[config.mk]
export PLATFORM = sky130hd
export DESIGN_NAME = bnn_argmax_classifier
export DESIGN_NICKNAME = d
export VERILOG_FILES = /design/src/rtl/bnn_argmax_classifier.sv
export SDC_FILE = /design/constraint.sdc
export NUM_CORES = 1
export LEC_CHECK = 0
export CAP_MARGIN = 20
export CORE_ASPECT_RATIO = 1.4
export CORE_MARGIN = 2
export CORE_UTILIZATION = 48
export CTS_CLUSTER_SIZE = 20
export DETAILED_ROUTE_END_ITERATION = 8
export PLACE_DENSITY = 0.74
export SYNTH_ARGS = -nofsm -noshare
export SYNTH_HDL_FRONTEND = slang
export SYNTH_SLANG_ARGS = --single-unit
[constraint.sdc]
create_clock -name clk -period 5.6 [get_ports clk]
set_input_delay 1.4 -clock clk [delete_from_list [all_inputs] [get_ports clk]]
set_output_delay 1.4 -clock clk [all_outputs]
set_load 0.02 [all_outputs]
[src/rtl/bnn_argmax_classifier.sv]
// bnn_argmax_classifier: streams final-layer neuron scores and registers the argmax class, score, margin and confidence flags
module bnn_argmax_classifier #(
  parameter int NUM_CLASSES = 10,
  parameter int SCORE_W     = 12,
  parameter int IDX_W       = 4,
  parameter int MIN_MARGIN  = 1
) (
  input  logic               clk,
  input  logic               rst,
  input  logic               start,
  input  logic               score_valid,
  input  logic [SCORE_W-1:0] score_data,
  input  logic               score_last,
  output logic               score_ready,
  output logic               busy,
  output logic               result_valid,
  output logic [IDX_W-1:0]   class_idx,
  output logic [SCORE_W-1:0] class_score,
  output logic [SCORE_W-1:0] margin,
  output logic               low_conf,
  output logic               err_len
);
  localparam logic [1:0] S_IDLE    = 2'd0;
  localparam logic [1:0] S_COLLECT = 2'd1;
  localparam logic [1:0] S_DONE    = 2'd2;
  logic [1:0]         r_state;
  logic [IDX_W-1:0]   r_cnt;
  logic [IDX_W-1:0]   r_best_idx;
  logic [SCORE_W-1:0] r_best;
  logic [SCORE_W-1:0] r_second;
  logic [IDX_W-1:0]   r_class_idx;
  logic [SCORE_W-1:0] r_class_score;
  logic [SCORE_W-1:0] r_margin;
  logic               r_low_conf;
  logic               r_err_len;
  logic               w_acc;
  logic               w_first;
  logic               w_gt_best;
  logic               w_last_cnt;
  logic               w_end;
  logic [IDX_W-1:0]   w_idx;
  logic [SCORE_W-1:0] w_best;
  logic [SCORE_W-1:0] w_second;
  logic [SCORE_W-1:0] w_margin;
  // A beat arriving alongside start belongs to the aborted vector, so it is refused
  assign score_ready  = (r_state == S_COLLECT) && !start;
  assign busy         = (r_state == S_COLLECT);
  assign result_valid = (r_state == S_DONE);
  assign class_idx    = r_class_idx;
  assign class_score  = r_class_score;
  assign margin       = r_margin;
  assign low_conf     = r_low_conf;
  assign err_len      = r_err_len;
  // Candidate best/runner-up after the current beat; strict compares keep the lowest index on ties
  always_comb begin
    w_acc      = score_valid && score_ready;
    w_first    = (r_cnt == '0);
    w_gt_best  = score_data > r_best;
    w_last_cnt = (r_cnt == IDX_W'(NUM_CLASSES - 1));
    w_end      = w_acc && (score_last || w_last_cnt);
    w_best     = (w_first || w_gt_best) ? score_data : r_best;
    w_idx      = w_first ? '0 : w_gt_best ? r_cnt : r_best_idx;
    w_second   = w_first ? '0 : w_gt_best ? r_best : (score_data > r_second) ? score_data : r_second;
    w_margin   = w_best - w_second;
  end
  // Control FSM, running best/second tracking and result capture on vector end
  always_ff @(posedge clk) begin
    if (rst) begin
      r_state       <= S_IDLE;
      r_cnt         <= '0;
      r_best_idx    <= '0;
      r_best        <= '0;
      r_second      <= '0;
      r_class_idx   <= '0;
      r_class_score <= '0;
      r_margin      <= '0;
      r_low_conf    <= 1'b0;
      r_err_len     <= 1'b0;
    end else if (start) begin
      r_state    <= S_COLLECT;
      r_cnt      <= '0;
      r_best_idx <= '0;
      r_best     <= '0;
      r_second   <= '0;
    end else if (r_state == S_COLLECT) begin
      if (w_acc) begin
        r_best     <= w_best;
        r_second   <= w_second;
        r_best_idx <= w_idx;
        r_cnt      <= w_last_cnt ? r_cnt : r_cnt + IDX_W'(1);
      end
      if (w_end) begin
        r_state       <= S_DONE;
        r_class_idx   <= w_idx;
        r_class_score <= w_best;
        r_margin      <= w_margin;
        r_low_conf    <= w_margin < SCORE_W'(MIN_MARGIN);
        r_err_len     <= score_last ^ w_last_cnt;
      end
    end else if (r_state == S_DONE) begin
      r_state <= S_IDLE;
    end
  end
endmodule

== Word-level counts from Yosys, hierarchy flattened ==
Cells that the tools add are included.

* Add/sub/neg operators: 2
* Order comparisons: 3
* Equality and inequality tests: 5
* Muxes and demuxes: 10
* Bitwise gates (word level): 3
* Reduce and logical (&&, ||, !) cells: 15

{| class="wikitable"
|+ Operators by type and width
! operator !! count
|-
| 12-bit two-way mux || 4
|-
| 12-bit > comparator || 2
|-
| 12-bit by 1-bit < comparator with 1-bit output, second input constant || 1
|-
| 12-bit subtractor || 1
|-
| 4-bit two-way mux || 2
|-
| 2-bit two-way mux || 3
|-
| 2-bit AND reduction || 3
|-
| 3-bit AND reduction || 2
|-
| 4-bit by 1-bit adder with 4-bit output, second input constant || 1
|-
| 4-bit equality test, second input constant || 1
|-
| 4-bit zero test || 1
|-
| 1-bit logical AND || 3
|-
| 3-bit by 2-bit inequality test with 1-bit output, second input constant || 1
|-
| 3-bit nonzero test || 1
|-
| 2-bit by 1-bit equality test with 1-bit output, second input constant || 1
|-
| 2-bit equality test, second input constant || 1
|-
| 1-bit logical OR || 2
|-
| 2-bit by 1-bit inequality test with 1-bit output, second input constant || 1
|-
| 1-bit inverter || 2
|-
| 2-bit nonzero test || 1
|-
| 2-bit OR reduction || 1
|-
| 1-bit zero test || 1
|-
| 1-bit two-way mux || 1
|-
| 1-bit bitwise XOR || 1
|}

* Bits in registers: 64
* Input bits: 17
* Output and inout port bits: 33
* Word-level logic and storage cells: 49

== Depth between registers and ports, before layout ==
Gate-level depths: netlist (run 1).

* Word-level depth: 7
* Gate-level depth with buffers: 21

== Least setup slack after synthesis (run 1) ==
No wires, ideal clock.

* Kind: input to register
* Start point: in score_data[1]
* End point: reg r_low_conf, in the netlist low_conf
* Data arrival time: 5.366 ns
* Data required time: 5.521 ns
* Setup slack: 0.155 ns
* Stages: 19
* Path buffers: 2
* Cell sequence: ha_1 nor2b_1 o211ai_1 a211oi_1 o31a_1 buf_2 nor2_2 buf_4 mux2i_1 inv_1 ha_1 a21o_1 a41oi_1 nand2_1 xor2_1 or4b_1 nor4_1 o311ai_0 o211ai_1

* Elaborated cells between the ends (all ways): 9

{| class="wikitable"
|+ RTL lines
! element !! line !! source
|-
| start, declared || 12 || <nowiki>input logic [SCORE_W-1:0] score_data,</nowiki>
|-
| 12-bit > comparator || 58 || <nowiki>w_gt_best = score_data > r_best;</nowiki>
|-
| 1-bit logical OR || 61 || <nowiki>w_best = (w_first || w_gt_best) ? score_data : r_best;</nowiki>
|-
| 12-bit two-way mux || 61 ||
|-
| named net w_best[2] || 42 || <nowiki>logic [SCORE_W-1:0] w_best;</nowiki>
|-
| 12-bit subtractor || 64 || <nowiki>w_margin = w_best - w_second;</nowiki>
|-
| 12-bit by 1-bit < comparator with 1-bit output || 97 || <nowiki>r_low_conf <= w_margin < SCORE_W'(MIN_MARGIN);</nowiki>
|-
| end signal, assigned || 97 ||
|-
| end, declared || 34 || <nowiki>logic r_low_conf;</nowiki>
|}

The timed path passes the listed nets, and every way through them passes these cells.
A chain may end at the register's enable or synchronous reset.

== Worst setup path in the final report (run 1) ==
* Start point: in score_data[8]
* End point: reg r_low_conf, in the netlist low_conf

The elaborated chain is that of the path after synthesis.

==> results by stage, run 1 <==
Die:
- 50 I/O pins were placed.
- The floorplan step defined a die boundary enclosing 0.00931 mm2.
- The core box area is 0.00825 mm2.
- The row count is 39.
- The initial utilization of the core area, before any placement, comes to 49.7%.
- The floorplan die width is 82.1 um.
- The vertical die dimension is 113 um.

Worst setup path:
- The cell with the biggest individual delay on the critical path is or4b_4.
- By startpoint and endpoint, the worst setup path is classified as in2reg.
- STA classifies the critical path startpoint as an input port.
- The largest fanout of any net on the critical path is 6.
- The data required time of the critical path is 5.85 ns.
- The critical path goes through clkdlybuf4s50_1 > buf_4 > ha_1 > nand4_1 > or3_4 > o31a_1 > nor2_4 > buf_6 > mux2i_4 > inv_1 > ha_1 > a21o_1 > a41oi_2 > nand2_1 > xor2_1 > or4b_4 > nor4_4 > nand3b_1 > o211ai_1.
- The largest stage delay on the critical path is 0.55 ns.
- The cell with the most instances on the worst path is ha_1.
- The nature of the critical path endpoint is a flip-flop.
- At the worst endpoint, the arrival time is slightly below 6 ns.

Flow run:
- The number of maximum-capacitance constraint violations is 0.

Route:
- The detail route stage leaves a number of antenna-violating nets equal to 0.
- Dividing the detail-routed wire length by the instance count gives ~16 um.
- The via density per instance is 5.76.
- The number of design rule violations left after detail routing is 0.
- The total wire length after detailed routing is 11600 um.
- The initial detailed-routing violation count is 227.
- The first-pass iteration count of the detailed router is 4.
- The via total after detailed routing is 4097.

Clock tree:
- The H-tree depth is 3.
- The CTS buffer count is 9.
- After clock tree synthesis, the clock-pin slew on the worst setup and hold paths is approximately 0.050 ns.
- The clock tree from TritonCTS is built.
- Counting along the longest clock path gives a buffer depth of 2.
- The hold buffer count at CTS is 0.
- The clock drives 64 sinks.
- For the worst-skew pair, the clock arrives at the later sink with an insertion delay of 0.33 ns.
- The root buffer cell chosen for the clock tree is clkbuf_16.

Status:
- The flow ran to the end, and the final reports show no timing, DRC or antenna violations.

Logic synthesis:
- The synthesized design contains 64 register bits.
- The average instance area after synthesis is 8.06 um2.
- In this run the biggest area consumer among cell types represents 31.2% of the synthesized area.
- The cell type with the highest aggregate area in the netlist is dfxtp_1.
- The post-synth design cell area is 0.00410 mm2.
- The share of synthesized area occupied by flip-flops and latches is 31.2%.
- The count of cell types in the netlist is 57.
- The synthesized instance count is 509.
- Ranked by total cell area, the synthesized netlist is headed by dfxtp_1 31%, ha_1 12%, a21oi_1 6.0%, nor2_1 5.6%, nand2_1 5.3%.
- Counting every net in the synthesized netlist gives 566.
- The Yosys step of the flow raised 0 warnings.

Placed design:
- The worst slack at placement is -0.446 ns.
- The half-perimeter wire length of the detailed placement result is between 8000 and 9000 um.
- In this run the tool buffered the top-level ports with 49 buffer cells.
- The weighted congestion reported at the end of routability-driven placement is 0.920.
- The placement-stage cell area is 0.00509 mm2.

Global route:
- In the global route stage, overall resource usage came out at 25.3%.
- The first-pass GRT wire length is 18400 um.
- The number of global-route vias before repair is approximately 4100.
- Global routing finished with a remaining overflow of 0.
- The number of antenna violations at the first check in global routing was 0.
- Entering global routing, the biggest net connects 45 pins.

STA:
- The worst relative slew slack is about half.
- Based on the critical path, the design can be clocked at up to 180 MHz.
- The number of setup violations in the final report is 0.
- At the pin with the least slew margin, the transition time is between 0.7 and 0.8 ns.
- The least setup slack across all paths after layout is 0.0536 ns.
- The final count of hold timing violations came to 0.
- The worst path in the final design needs a cycle of 5.55 ns, including I/O delays and setup.
- In the finished design, the share of the clock period the worst path needs comes to 99.0%.
- The final count of pins violating max slew is 0.
- The setup skew after layout is ~0.0067 ns.

Worst hold path:
- The path class of the lowest-slack min-delay path is reg2reg.

Final layout:
- The signed area change from the synthesized netlist to the final layout is 35.8%.
- The number of nets in the layout is 663.
- The summed area of non-filler cells in the final layout is around 0.0056 mm2.
- The antenna diode count is 0.
- In the final layout, the share of cells above drive strength 1 is about 21%.

Power:
- The analysis attributes to cell leakage a power of 2.08 nW.
- The power density over cell area is 221 mW/mm2.
- The worst-case IR drop observed on VDD is 167 uV.
==> area by class of cell <==
class | count | area [um2]
Fill cell | 664 | 2680
Tap cell | 102 | 128
Clock buffer | 13 | 240
Multi-Input combinational cell | 376 | 2700
Sequential cell | 64 | 1280
Clock inverter | 1 | 30.0
Timing Repair Buffer | 117 | 1040
Inverter | 38 | 143
==> synth_stat cells, drive strengths merged <==
library cell and number:
a211oi 29, nor2b 6, xnor2 4, inv 38
a311oi 2, a41oi 1, nor4 1, nand3b 4
fa 1, nor3 5, nand2 58, nand2b 1
nor3b 2, nor2 63, o31a 1, o211ai 3
and2 4, or2 3, and3 3, a221oi 1
o31ai 4, o21ai 4, a31oi 3, nand4b 1
o21ba 11, dfxtp 64, buf 5, a2111oi 12
nand3 5, or3 5, o311ai 1, a21oi 50
o2111ai 1, a21o 6, xor2 6, mux2i 21
or4b 1, o21a 3, o221ai 2, ha 39
or4 2, nand4 6, a2111o 1, clkbuf 26
==> worst max-delay path: cells and delay by family <==
| kind | cells | cell delay (ns) |
|---|---|---|
| simple gates | 7 | 1.79 |
| buf+inv | 4 | 0.87 |
| compound gates | 4 | 0.74 |
| fa+ha+maj | 2 | 0.58 |
| mux | 1 | 0.24 |
| xor+xnor | 1 | 0.17 |
==> state kept, by name, summed over array words and instances (netlist names) <==
signal and flops:
low_conf 1, r_cnt 4, margin 12, r_best_idx 4, r_second 12, r_state 2, err_len 1, class_score 12
r_best 12, class_idx 4
==> power by group <==
| group | internal, mW | switching (mW) |
|---|---|---|
| registers | 0.463 | 0.00526 |
| clock network | 0.340 | 0.186 |
| logic | 0.113 | 0.127 |
==> worst paths after layout <==
| path | start | end | slack, ns | depth (start not counted) |
|---|---|---|---|---|
| setup reg to reg | r_best[1]$_SDFFE_PP0P_ | low_conf$_SDFFE_PP0P_ | 1.07 | 19 |
| hold / removal | margin[5]$_SDFFE_PP0P_ | margin[5]$_SDFFE_PP0P_ | 0.45 | 2 |
| hold reg to reg | margin[5]$_SDFFE_PP0P_ | margin[5]$_SDFFE_PP0P_ | 0.45 | 2 |
| setup / recovery | score_data[8] | low_conf$_SDFFE_PP0P_ | 0.05 | 19 |
==> through the flow <==
stage	cells	hold WS (ns)	util [%]	TNS, ns	power, mW
CTS	708	0.453	65.7	0	1.22
detailed placement	693	0.446	61.7	-0.675	0.694
global route	711	0.468	67.5	-0.0646	1.28
floorplan	509	0.437	-	0	0.597
global placement	693	0.442	61.7	-0.410	0.689
finish	711	0.450	67.5	0	1.23
==> cell families (layout without fill, tap and decap cells) <==
group	after synthesis	count (layout)	share of synthesized area [%]
adder cells (fa/ha/maj)	40	40	12.4
AND/OR/NAND/NOR	170	170	19.0
XOR/XNOR	10	10	2.14
flip-flops	64	64	31.2
multiplexers	21	21	5.13
AO/OA/AOI/OAI	135	135	23.5
buffers and inverters	69	169	6.62
==> cells in the final DEF (no fill, tap or decap), types with 9 or more instances in the layout <==
master / count
buf_4: 63
mux2i_1: 18
a21oi_1: 45
o21ba_2: 11
inv_1: 38
ha_1: 36
clkdlybuf4s50_1: 44
a2111oi_0: 11
dfxtp_1: 64
nor2_1: 60
nand2_1: 56
clkbuf_16: 9
a211oi_1: 26
==> repair_timing <==
action,CTS,global route
resized for setup,11,28
pin swaps,3,13
endpoints found under the setup margin,1,3
setup buffers,1,3
==> per-layer routing <==
layer,share of wire [%],GRT usage (%),vias up
met4,3.3,12.7,0
met5,0,0,-
li1,-,-,2009
met1,42,29.4,1910
met3,4.6,5.42,33
met2,50,42.9,145
No activity file was read; power rests on OpenSTA's default activity.
==> run 2: changes to the inputs <==
Settings changed: CTS_CLUSTER_DIAMETER set to 100.
==> results of run 2 <==
The final DEF is identical to that of run 1; final timing and power are the same.
